==> src/rtl/dpram_access_ctrl_if.sv <==
// Client-side bus of the 16x8 dual-port RAM front-end.
// Carries the write request, read request and read response handshakes.
//   master : client side (drives requests, consumes responses)
//   slave  : controller side (accepts requests, produces responses)
// Signals: wr_valid/wr_ready/wr_addr/wr_data, rd_valid/rd_ready/rd_addr,
//          rsp_valid/rsp_ready/rsp_data/rsp_err.
interface dpram_access_ctrl_if #(
  parameter int ADDR_W = 5,
  parameter int DATA_W = 8
);
  logic              wr_valid;
  logic              wr_ready;
  logic [ADDR_W-1:0] wr_addr;
  logic [DATA_W-1:0] wr_data;
  logic              rd_valid;
  logic              rd_ready;
  logic [ADDR_W-1:0] rd_addr;
  logic              rsp_valid;
  logic              rsp_ready;
  logic [DATA_W-1:0] rsp_data;
  logic              rsp_err;

  modport master (
    output wr_valid, wr_addr, wr_data, rd_valid, rd_addr, rsp_ready,
    input  wr_ready, rd_ready, rsp_valid, rsp_data, rsp_err
  );

  modport slave (
    input  wr_valid, wr_addr, wr_data, rd_valid, rd_addr, rsp_ready,
    output wr_ready, rd_ready, rsp_valid, rsp_data, rsp_err
  );
endinterface

==> src/rtl/dpram_access_ctrl.sv <==
// Request front-end placed directly upstream of the 16x8 dual-port RAM.
// Accepts write/read requests, range-checks addresses, drives the RAM pins
// and captures the RAM's registered read data into a one-entry response
// buffer so that clients never see the RAM latency.
// Ports:
//   clk, rst      single rising-edge clock, asynchronous active-high reset
//   bus           client handshakes (dpram_access_ctrl_if.slave)
//   err_cnt       count of out-of-range requests, saturates at 255
//   ram_enb/wr/rd, ram_w_addr, ram_r_addr, ram_w_data -> RAM pins
//   ram_r_data    <- RAM read data, valid the cycle after ram_rd
// Optional feature: define DPRAM_WR_BYPASS_EN to return the written data for a
// same-cycle, same-address in-range write and read (default: old RAM data).
module dpram_access_ctrl #(
  parameter int ADDR_W = 5,
  parameter int DATA_W = 8,
  parameter int DEPTH  = 16
) (
  input  logic              clk,
  input  logic              rst,
  dpram_access_ctrl_if.slave bus,
  output logic [7:0]        err_cnt,
  output logic              ram_enb,
  output logic              ram_wr,
  output logic              ram_rd,
  output logic [ADDR_W-1:0] ram_w_addr,
  output logic [ADDR_W-1:0] ram_r_addr,
  output logic [DATA_W-1:0] ram_w_data,
  input  logic [DATA_W-1:0] ram_r_data
);

  localparam logic [ADDR_W:0] DEPTH_L = (ADDR_W + 1)'(DEPTH);

  logic              wr_rdy;
  logic              rd_rdy;
  logic              wr_fire;
  logic              rd_fire;
  logic              wr_in;
  logic              rd_in;
  logic              wr_bad;
  logic              rd_bad;
  logic [1:0]        bad_n;
  logic [8:0]        err_sum;

  logic              rd_pend;
  logic              rd_err;
  logic              rsp_valid;
  logic [DATA_W-1:0] rsp_data;
  logic              rsp_err;
  logic [DATA_W-1:0] rd_data_sel;

`ifdef DPRAM_WR_BYPASS_EN
  logic              byp_hit;
  logic [DATA_W-1:0] byp_data;
`endif

  // Handshake readiness is gated by rst so that every output reads 0 while
  // the block is held in reset.
  assign wr_rdy  = !rst;
  assign rd_rdy  = !rst && !rd_pend && (!rsp_valid || bus.rsp_ready);
  assign wr_fire = bus.wr_valid && wr_rdy;
  assign rd_fire = bus.rd_valid && rd_rdy;
  assign wr_in   = {1'b0, bus.wr_addr} < DEPTH_L;
  assign rd_in   = {1'b0, bus.rd_addr} < DEPTH_L;
  assign wr_bad  = wr_fire && !wr_in;
  assign rd_bad  = rd_fire && !rd_in;
  assign bad_n   = {1'b0, wr_bad} + {1'b0, rd_bad};
  assign err_sum = {1'b0, err_cnt} + {7'b0, bad_n};

  assign bus.wr_ready  = wr_rdy;
  assign bus.rd_ready  = rd_rdy;
  assign bus.rsp_valid = rsp_valid;
  assign bus.rsp_data  = rsp_data;
  assign bus.rsp_err   = rsp_err;

  always_comb begin
    ram_wr     = 1'b0;
    ram_rd     = 1'b0;
    ram_w_addr = '0;
    ram_r_addr = '0;
    ram_w_data = '0;
    if (wr_fire && wr_in) begin
      ram_wr     = 1'b1;
      ram_w_addr = bus.wr_addr;
      ram_w_data = bus.wr_data;
    end
    if (rd_fire && rd_in) begin
      ram_rd     = 1'b1;
      ram_r_addr = bus.rd_addr;
    end
    ram_enb = ram_wr | ram_rd;
  end

  // Data loaded into the response buffer one edge after acceptance.
  always_comb begin
    rd_data_sel = ram_r_data;
`ifdef DPRAM_WR_BYPASS_EN
    if (byp_hit) rd_data_sel = byp_data;
`endif
    if (rd_err) rd_data_sel = '0;
  end

`ifdef DPRAM_WR_BYPASS_EN
  always_ff @(posedge clk or posedge rst) begin
    if (rst) begin
      byp_hit  <= 1'b0;
      byp_data <= '0;
    end else if (rd_fire) begin
      byp_hit  <= ram_wr && ram_rd && (bus.wr_addr == bus.rd_addr);
      byp_data <= bus.wr_data;
    end
  end
`endif

  always_ff @(posedge clk or posedge rst) begin
    if (rst) begin
      err_cnt   <= '0;
      rd_pend   <= 1'b0;
      rd_err    <= 1'b0;
      rsp_valid <= 1'b0;
      rsp_data  <= '0;
      rsp_err   <= 1'b0;
    end else begin
      err_cnt <= (err_sum > 9'd255) ? 8'hFF : err_sum[7:0];
      rd_pend <= rd_fire;
      if (rd_fire) rd_err <= !rd_in;
      // rd_ready guarantees the buffer is empty (or draining) when a read is
      // accepted, so a pending load never overwrites an unconsumed response.
      if (rd_pend) begin
        rsp_valid <= 1'b1;
        rsp_data  <= rd_data_sel;
        rsp_err   <= rd_err;
      end else if (rsp_valid && bus.rsp_ready) begin
        rsp_valid <= 1'b0;
      end
    end
  end

endmodule

==> src/flat_wrapper.sv <==
// flat-port wrapper written by rule: the top's interface ports become plain ports
module dpram_access_ctrl_flat 
#(
  parameter int ADDR_W = 5,
  parameter int DATA_W = 8,
  parameter int DEPTH  = 16
)
  (clk, rst, err_cnt, ram_enb, ram_wr, ram_rd, ram_w_addr, ram_r_addr, ram_w_data, ram_r_data, bus_wr_valid, bus_wr_addr, bus_wr_data, bus_rd_valid, bus_rd_addr, bus_rsp_ready, bus_wr_ready, bus_rd_ready, bus_rsp_valid, bus_rsp_data, bus_rsp_err);
  dpram_access_ctrl_if #(.ADDR_W(ADDR_W), .DATA_W(DATA_W)) bus_i ();
  input  logic clk;
  input  logic rst;
  output logic [7:0] err_cnt;
  output logic ram_enb;
  output logic ram_wr;
  output logic ram_rd;
  output logic [ADDR_W-1:0] ram_w_addr;
  output logic [ADDR_W-1:0] ram_r_addr;
  output logic [DATA_W-1:0] ram_w_data;
  input  logic [DATA_W-1:0] ram_r_data;
  input wire logic [$bits(bus_i.wr_valid)-1:0] bus_wr_valid;
  input wire logic [$bits(bus_i.wr_addr)-1:0] bus_wr_addr;
  input wire logic [$bits(bus_i.wr_data)-1:0] bus_wr_data;
  input wire logic [$bits(bus_i.rd_valid)-1:0] bus_rd_valid;
  input wire logic [$bits(bus_i.rd_addr)-1:0] bus_rd_addr;
  input wire logic [$bits(bus_i.rsp_ready)-1:0] bus_rsp_ready;
  output wire logic [$bits(bus_i.wr_ready)-1:0] bus_wr_ready;
  output wire logic [$bits(bus_i.rd_ready)-1:0] bus_rd_ready;
  output wire logic [$bits(bus_i.rsp_valid)-1:0] bus_rsp_valid;
  output wire logic [$bits(bus_i.rsp_data)-1:0] bus_rsp_data;
  output wire logic [$bits(bus_i.rsp_err)-1:0] bus_rsp_err;
  assign bus_i.wr_valid = bus_wr_valid;
  assign bus_i.wr_addr = bus_wr_addr;
  assign bus_i.wr_data = bus_wr_data;
  assign bus_i.rd_valid = bus_rd_valid;
  assign bus_i.rd_addr = bus_rd_addr;
  assign bus_i.rsp_ready = bus_rsp_ready;
  assign bus_wr_ready = bus_i.wr_ready;
  assign bus_rd_ready = bus_i.rd_ready;
  assign bus_rsp_valid = bus_i.rsp_valid;
  assign bus_rsp_data = bus_i.rsp_data;
  assign bus_rsp_err = bus_i.rsp_err;
  dpram_access_ctrl #(.ADDR_W(ADDR_W), .DATA_W(DATA_W), .DEPTH(DEPTH)) u_core (.clk(clk), .rst(rst), .bus(bus_i), .err_cnt(err_cnt), .ram_enb(ram_enb), .ram_wr(ram_wr), .ram_rd(ram_rd), .ram_w_addr(ram_w_addr), .ram_r_addr(ram_r_addr), .ram_w_data(ram_w_data), .ram_r_data(ram_r_data));
endmodule
==> config.mk <==
export PLATFORM = sky130hd
export DESIGN_NAME = dpram_access_ctrl_flat
export DESIGN_NICKNAME = d
export VERILOG_FILES = /design/src/rtl/dpram_access_ctrl_if.sv /design/src/rtl/dpram_access_ctrl.sv /design/src/flat_wrapper.sv
export SDC_FILE = /design/constraint.sdc
export NUM_CORES = 1
export LEC_CHECK = 0
export CORE_UTILIZATION = 32
export CTS_BUF_LIST = sky130_fd_sc_hd__clkbuf_4
export DETAILED_ROUTE_END_ITERATION = 7
export HOLD_SLACK_MARGIN = 0.05
export MAX_ROUTING_LAYER = met4
export PLACE_DENSITY = 0.78
export SLEW_MARGIN = 30
export SYNTH_ARGS = -nofsm -noshare
export SYNTH_HDL_FRONTEND = slang
export SYNTH_SLANG_ARGS = --single-unit
==> constraint.sdc <==
create_clock -name clk -period 1.9 [get_ports clk]
set_clock_uncertainty 0.2 [all_clocks]
set_input_delay 0.38 -clock clk [delete_from_list [all_inputs] [get_ports clk]]
set_output_delay 0.38 -clock clk [all_outputs]
set_load 0.01 [all_outputs]
== Word-level counts from Yosys, hierarchy flattened ==
Cells that the tools add are included.
Word-level totals
  word-level logic and storage cells: 37
  register bits: 20
  output and inout port bits: 41
  bits of input ports: 31
Operators by class
  multiplexer cells: 9
  add/sub/neg operators: 2
  bitwise logic cells: 1
  $lt $le $gt $ge: 3
  reduce and logical (&&, ||, !) cells: 16
Operators by type and width (number)
  8-bit 2-to-1 mux: 3
  5-bit < comparator, second input constant: 2
  5-bit 2-to-1 mux: 2
  8-bit by 2-bit adder with 9-bit output: 1
  9-bit by 8-bit > comparator with 1-bit output, second input constant: 1
  1-bit logical AND: 9
  1-bit zero test: 5
  1-bit 2-to-1 mux: 4
  1-bit by 1-bit adder with 2-bit output: 1
  2-bit nonzero test: 1
  1-bit logical OR: 1
  1-bit bitwise OR: 1

== Depth between registers and ports, before layout ==
  word-level depth: 9
  mapped depth: 8

== Least setup slack after synthesis ==
No wires, ideal clock.
  kind: input port to flip-flop
  start point: input rst
  end point: register u_core.err_cnt[3]
  buffers on the path: 0
  arrival time: 2.063 ns
  stages on the path: 7
  library setup time: 0.131 ns
  path slack: -0.494 ns
  cell sequence: inv_1 > and3_1 > fa_1 > ha_1 > and3_2 > nand3_1 > o21ai_0
On the way
  longest elaborated chain between the ends: 9
RTL lines
  start, declared: RTL line flat_wrapper.sv:11  | input logic rst;
  1-bit zero test (*): RTL line dpram_access_ctrl.sv:58, dpram_access_ctrl.sv:59
  1-bit logical AND (2 in a row): RTL line dpram_access_ctrl.sv:59  | assign rd_rdy = !rst && !rd_pend && (!rsp_valid || bus.rsp_ready);
  1-bit logical AND: RTL line dpram_access_ctrl.sv:61  | assign rd_fire = bus.rd_valid && rd_rdy;
  1-bit logical AND: RTL line dpram_access_ctrl.sv:65  | assign rd_bad = rd_fire && !rd_in;
  1-bit by 1-bit adder with 2-bit output (*): RTL line dpram_access_ctrl.sv:66  | assign bad_n = {1'b0, wr_bad} + {1'b0, rd_bad};
  8-bit by 2-bit adder with 9-bit output (*): RTL line dpram_access_ctrl.sv:67  | assign err_sum = {1'b0, err_cnt} + {7'b0, bad_n};
  9-bit by 8-bit > comparator with 1-bit output: RTL line dpram_access_ctrl.sv:123  | err_cnt <= (err_sum > 9'd255) ? 8'hFF : err_sum[7:0];
  8-bit 2-to-1 mux (*): RTL line dpram_access_ctrl.sv:123
  end signal, assigned: RTL line dpram_access_ctrl.sv:123
  end, declared: RTL line dpram_access_ctrl.sv:21  | output logic [7:0] err_cnt,
Every way passes the cells marked *; elsewhere a longest branch is shown, timed or not.
A chain may end at the register's enable or synchronous reset.

== Final worst setup path ==
  start point: register u_core.rd_pend
  end point: register u_core.err_cnt[7]
On the way
  longest elaborated chain between the ends: 9
RTL lines
  start, declared: RTL line dpram_access_ctrl.sv:44  | logic rd_pend;
  start signal, assigned: RTL line dpram_access_ctrl.sv:124  | rd_pend <= rd_fire;
  1-bit zero test (*): RTL line dpram_access_ctrl.sv:59
  1-bit logical AND (*) (2 in a row): RTL line dpram_access_ctrl.sv:59
  1-bit logical AND (*): RTL line dpram_access_ctrl.sv:61
  net u_core.rd_fire: RTL line dpram_access_ctrl.sv:36  | logic rd_fire;
  1-bit logical AND (*): RTL line dpram_access_ctrl.sv:65
  1-bit by 1-bit adder with 2-bit output (*): RTL line dpram_access_ctrl.sv:66
  8-bit by 2-bit adder with 9-bit output (*): RTL line dpram_access_ctrl.sv:67
  9-bit by 8-bit > comparator with 1-bit output: RTL line dpram_access_ctrl.sv:123
  8-bit 2-to-1 mux (*): RTL line dpram_access_ctrl.sv:123
Mark *: on every way through the listed nets, which the timed path passes. The rest lies on a longest branch.

==> flow_metrics.env <==
export IMPL_status="finished with violations"
export IMPL_violations="negative setup slack"
export IMPL_fin_nets=231
export IMPL_firstDrtPassIters=4
export IMPL_setup_viol=18
export IMPL_antenna_found_initial=0
export IMPL_hold_violations=0
export IMPL_critPathMaxFanout=4
export IMPL_crit_cells=7
export IMPL_relSlewSlack_pct=60.67
export IMPL_fin_crit_ns=2.083
export IMPL_gp_congestion=0.7792
export IMPL_ys_warnings_count=0
export IMPL_core_area_sq_mm=0.003053
export IMPL_dieHeight_um=58.52
export IMPL_hpwl_um=2267
export IMPL_syn2layout_area_growth_pct=96.08
export IMPL_synth_cells=105
export IMPL_synth_adder_area_share_pct=3.182
export IMPL_die_w_um=58.52
export IMPL_ys_types=29
export IMPL_irDropWorstVdd_mv=0.5090
export IMPL_setup_worst_path_class="register to register"
export IMPL_slowest_delay_ns=0.42
export IMPL_drive_gt1_share_pct=40.31
export IMPL_fmax_ghz=0.4801
export IMPL_antenna_cells=0
export IMPL_routedWlPerCell_um=14.43
export IMPL_cts_max_path_buffers=2
export IMPL_grt_max_degree=21
export IMPL_synthMuxAreaShare_pct=3.672
export IMPL_numPortBuffers=69
export IMPL_synth_edf_count=0
export IMPL_syn_avg_cell_area_sq_um=9.736
export IMPL_crit_path_cell_trace="nor2_2 > and3_4 > and2_4 > fa_2 > and4_4 > nand4_2 > mux2_4"
export IMPL_yosys_area_top_type_share_pct=48.96
export IMPL_htreeDepth=1
export IMPL_critical_path_arrival_ns=2.08
export IMPL_yosys_area_share_xor_xnor_pct=0.8568
export IMPL_clkTransAtPathRegs_ns=0.11
export IMPL_cts_root_buf="clkbuf_4"
export IMPL_synth_area_top_cells="dfrtp_1 (49%), and2_1 (10%), o21ai_0 (4.9%)"
export IMPL_synth_seq_cells=20
export IMPL_ys_flop_type="dfrtp_1"
export IMPL_tritoncts="yes"
export IMPL_cp_required_ns=1.89
export IMPL_rows=20
export IMPL_fin_ws_ns=-0.1830
export IMPL_rsz0062_at_grt="yes"
export IMPL_grt_usage_pct=19.87
export IMPL_insertion_delay_ns=0.30
export IMPL_synth_seq_area_share_pct=48.96
export IMPL_slowest_stage="dfrtp_1"
export IMPL_ys_top_cells_by_count="dfrtp_1 (20), and2_1 (17), inv_1 (10), o21ai_0 (10), nand2_1 (9)"
export IMPL_leakagePower_nw=0.9573
export IMPL_synth_top_family_by_area="simple AND/OR/NAND/NOR gates"
export IMPL_drc=0
export IMPL_synth_simple_area_share_pct=28.64
export IMPL_dpl_cell_count=225
export IMPL_async_reset_ff_share_pct=100.0
export IMPL_vias=1115
export IMPL_cp_end_kind="register"
export IMPL_maxCapViolCount=0
export IMPL_viasPerCell=4.646
export IMPL_grt_pass1_vias=1032
export IMPL_hold_class="input pin to async pin"
export IMPL_cts_sinks=20
export IMPL_ant_nets=0
export IMPL_synth_area_sq_mm=0.001022
export IMPL_cellPowerDensity_mw_per_mm2=789.4
export IMPL_synth_area_leader_cell="dfrtp_1"
export IMPL_overflow=0
export IMPL_die_area_sq_mm=0.003425
export IMPL_synth_most_common_cell="dfrtp_1"
export IMPL_path_delay_family="simple AND/OR/NAND/NOR gates"
export IMPL_io_pins=72
export IMPL_final_core_utilization_pct=65.66
export IMPL_synth_compound_area_share_pct=7.956
export IMPL_cp_buffers_inverters=0
export IMPL_initial_core_util_pct=33.48
export IMPL_cts_buffers=3
export IMPL_drt_iter0_drc=22
export IMPL_grt_pass1_wl_um=4940
export IMPL_power_mw=1.582
export IMPL_stdcell_count=240
export IMPL_slew_violations=0
export IMPL_r2r_cells=7
export IMPL_start_kind="register"
export IMPL_fin_crit_sh_pct=109.6
export IMPL_wl_um=3462
export IMPL_worst_pin_slew_ns=0.5887
## what timing repair did
item | CTS | global route
hold endpoints to repair | 20 | 0
cloned | 1 | 0
hold buffers | 1 | 0
setup endpoints to repair | 32 | 35
pin swaps | 14 | 2
setup buffers | 6 | 7
resized for setup | 111 | 23
## per-stage QoR
stage	setup slack [ns]	instance area, sq um	hold slack (ns)	setup TNS [ns]
floorplan	-0.4000	1059	0.05435	-2.593
global placement	-0.6951	1859	0.2907	-18.00
detailed placement	-0.7545	1859	0.3085	-18.70
CTS	-0.1441	1939	0.2927	-1.393
global route	-0.2566	2004	0.2399	-3.244
finish	-0.1830	2004	0.2069	-1.797
## path summary, 6_finish.rpt
| kind | startpoint | endpoint | slack (ns) |
|---|---|---|---|
| min in group clk | bus_rsp_ready | u_core.bus.rsp_valid$_DFFE_PP0P_ | 0.31 |
| max in group asynchronous | rst | u_core.err_cnt[4]$_DFF_PP0_ | 0.96 |
| min | rst | u_core.bus.rsp_data[0]$_DFFE_PP0P_ | 0.21 |
| min reg2reg | u_core.bus.rsp_err$_DFFE_PP0P_ | u_core.bus.rsp_err$_DFFE_PP0P_ | 0.33 |
| max reg2reg | u_core.rd_pend$_DFF_PP0_ | u_core.err_cnt[7]$_DFF_PP0_ | -0.18 |
| max | u_core.rd_pend$_DFF_PP0_ | u_core.err_cnt[7]$_DFF_PP0_ | -0.18 |
## layout by cell type, fill, tap and decap left out, drive strengths merged, types with 3 or more instances in the layout
master / n
dlygate4sd2: 4
dfrtp: 20
nand2b: 5
and3: 5
clkdlybuf4s50: 41
buf: 43
clkbuf: 7
and2: 17
mux2: 3
inv: 9
o21ai: 10
nand2: 9
## tightest hold or removal path: cells and delay by family
kind / cells / cell delay [ns]
buffers and inverters: 5 / 0.77
## kinds of logic after synthesis
kind of cell / count (synthesis)
AOI/OAI and AO/OA: 15
xor gates and xnor gates: 1
DFF: 20
other: 1
and+or+nand+nor: 48
adders and majority gates: 2
buffers and inverters: 15
muxes: 3
## registers in the layout (all words and copies together) (netlist names)
name and cells:
u_core.bus.rsp_data 8, u_core.rd_pend 1, u_core.bus.rsp_err 1, u_core.bus.rsp_valid 1, u_core.err_cnt 8, u_core.rd_err 1
## report_power, final
| part | internal (mW) | switching (mW) |
|---|---|---|
| clock network | 0.0738 | 0.128 |
| logic | 0.428 | 0.279 |
| registers | 0.544 | 0.130 |
## final cells by class
class                           count  area [sq um]
Timing Repair Buffer               92         814.5
Tap cell                           44         55.05
Sequential cell                    20         503.0
Multi-Input combinational cell     71         568.0
Clock buffer                        3         22.52
Inverter                           10         41.29
Fill cell                         260          1049
## routing by layer
layer / vias to the layer above / GRT usage (%) / wire length [um]
li1: 521 / - / -
met1: 537 / 21.27 / 1274
met2: 53 / 36.45 / 1872
met3: 4 / 4.835 / 277
met4: 0 / 5.442 / 38
met5: - / - / 0
Note: power is estimated with default switching activity, not from simulation.
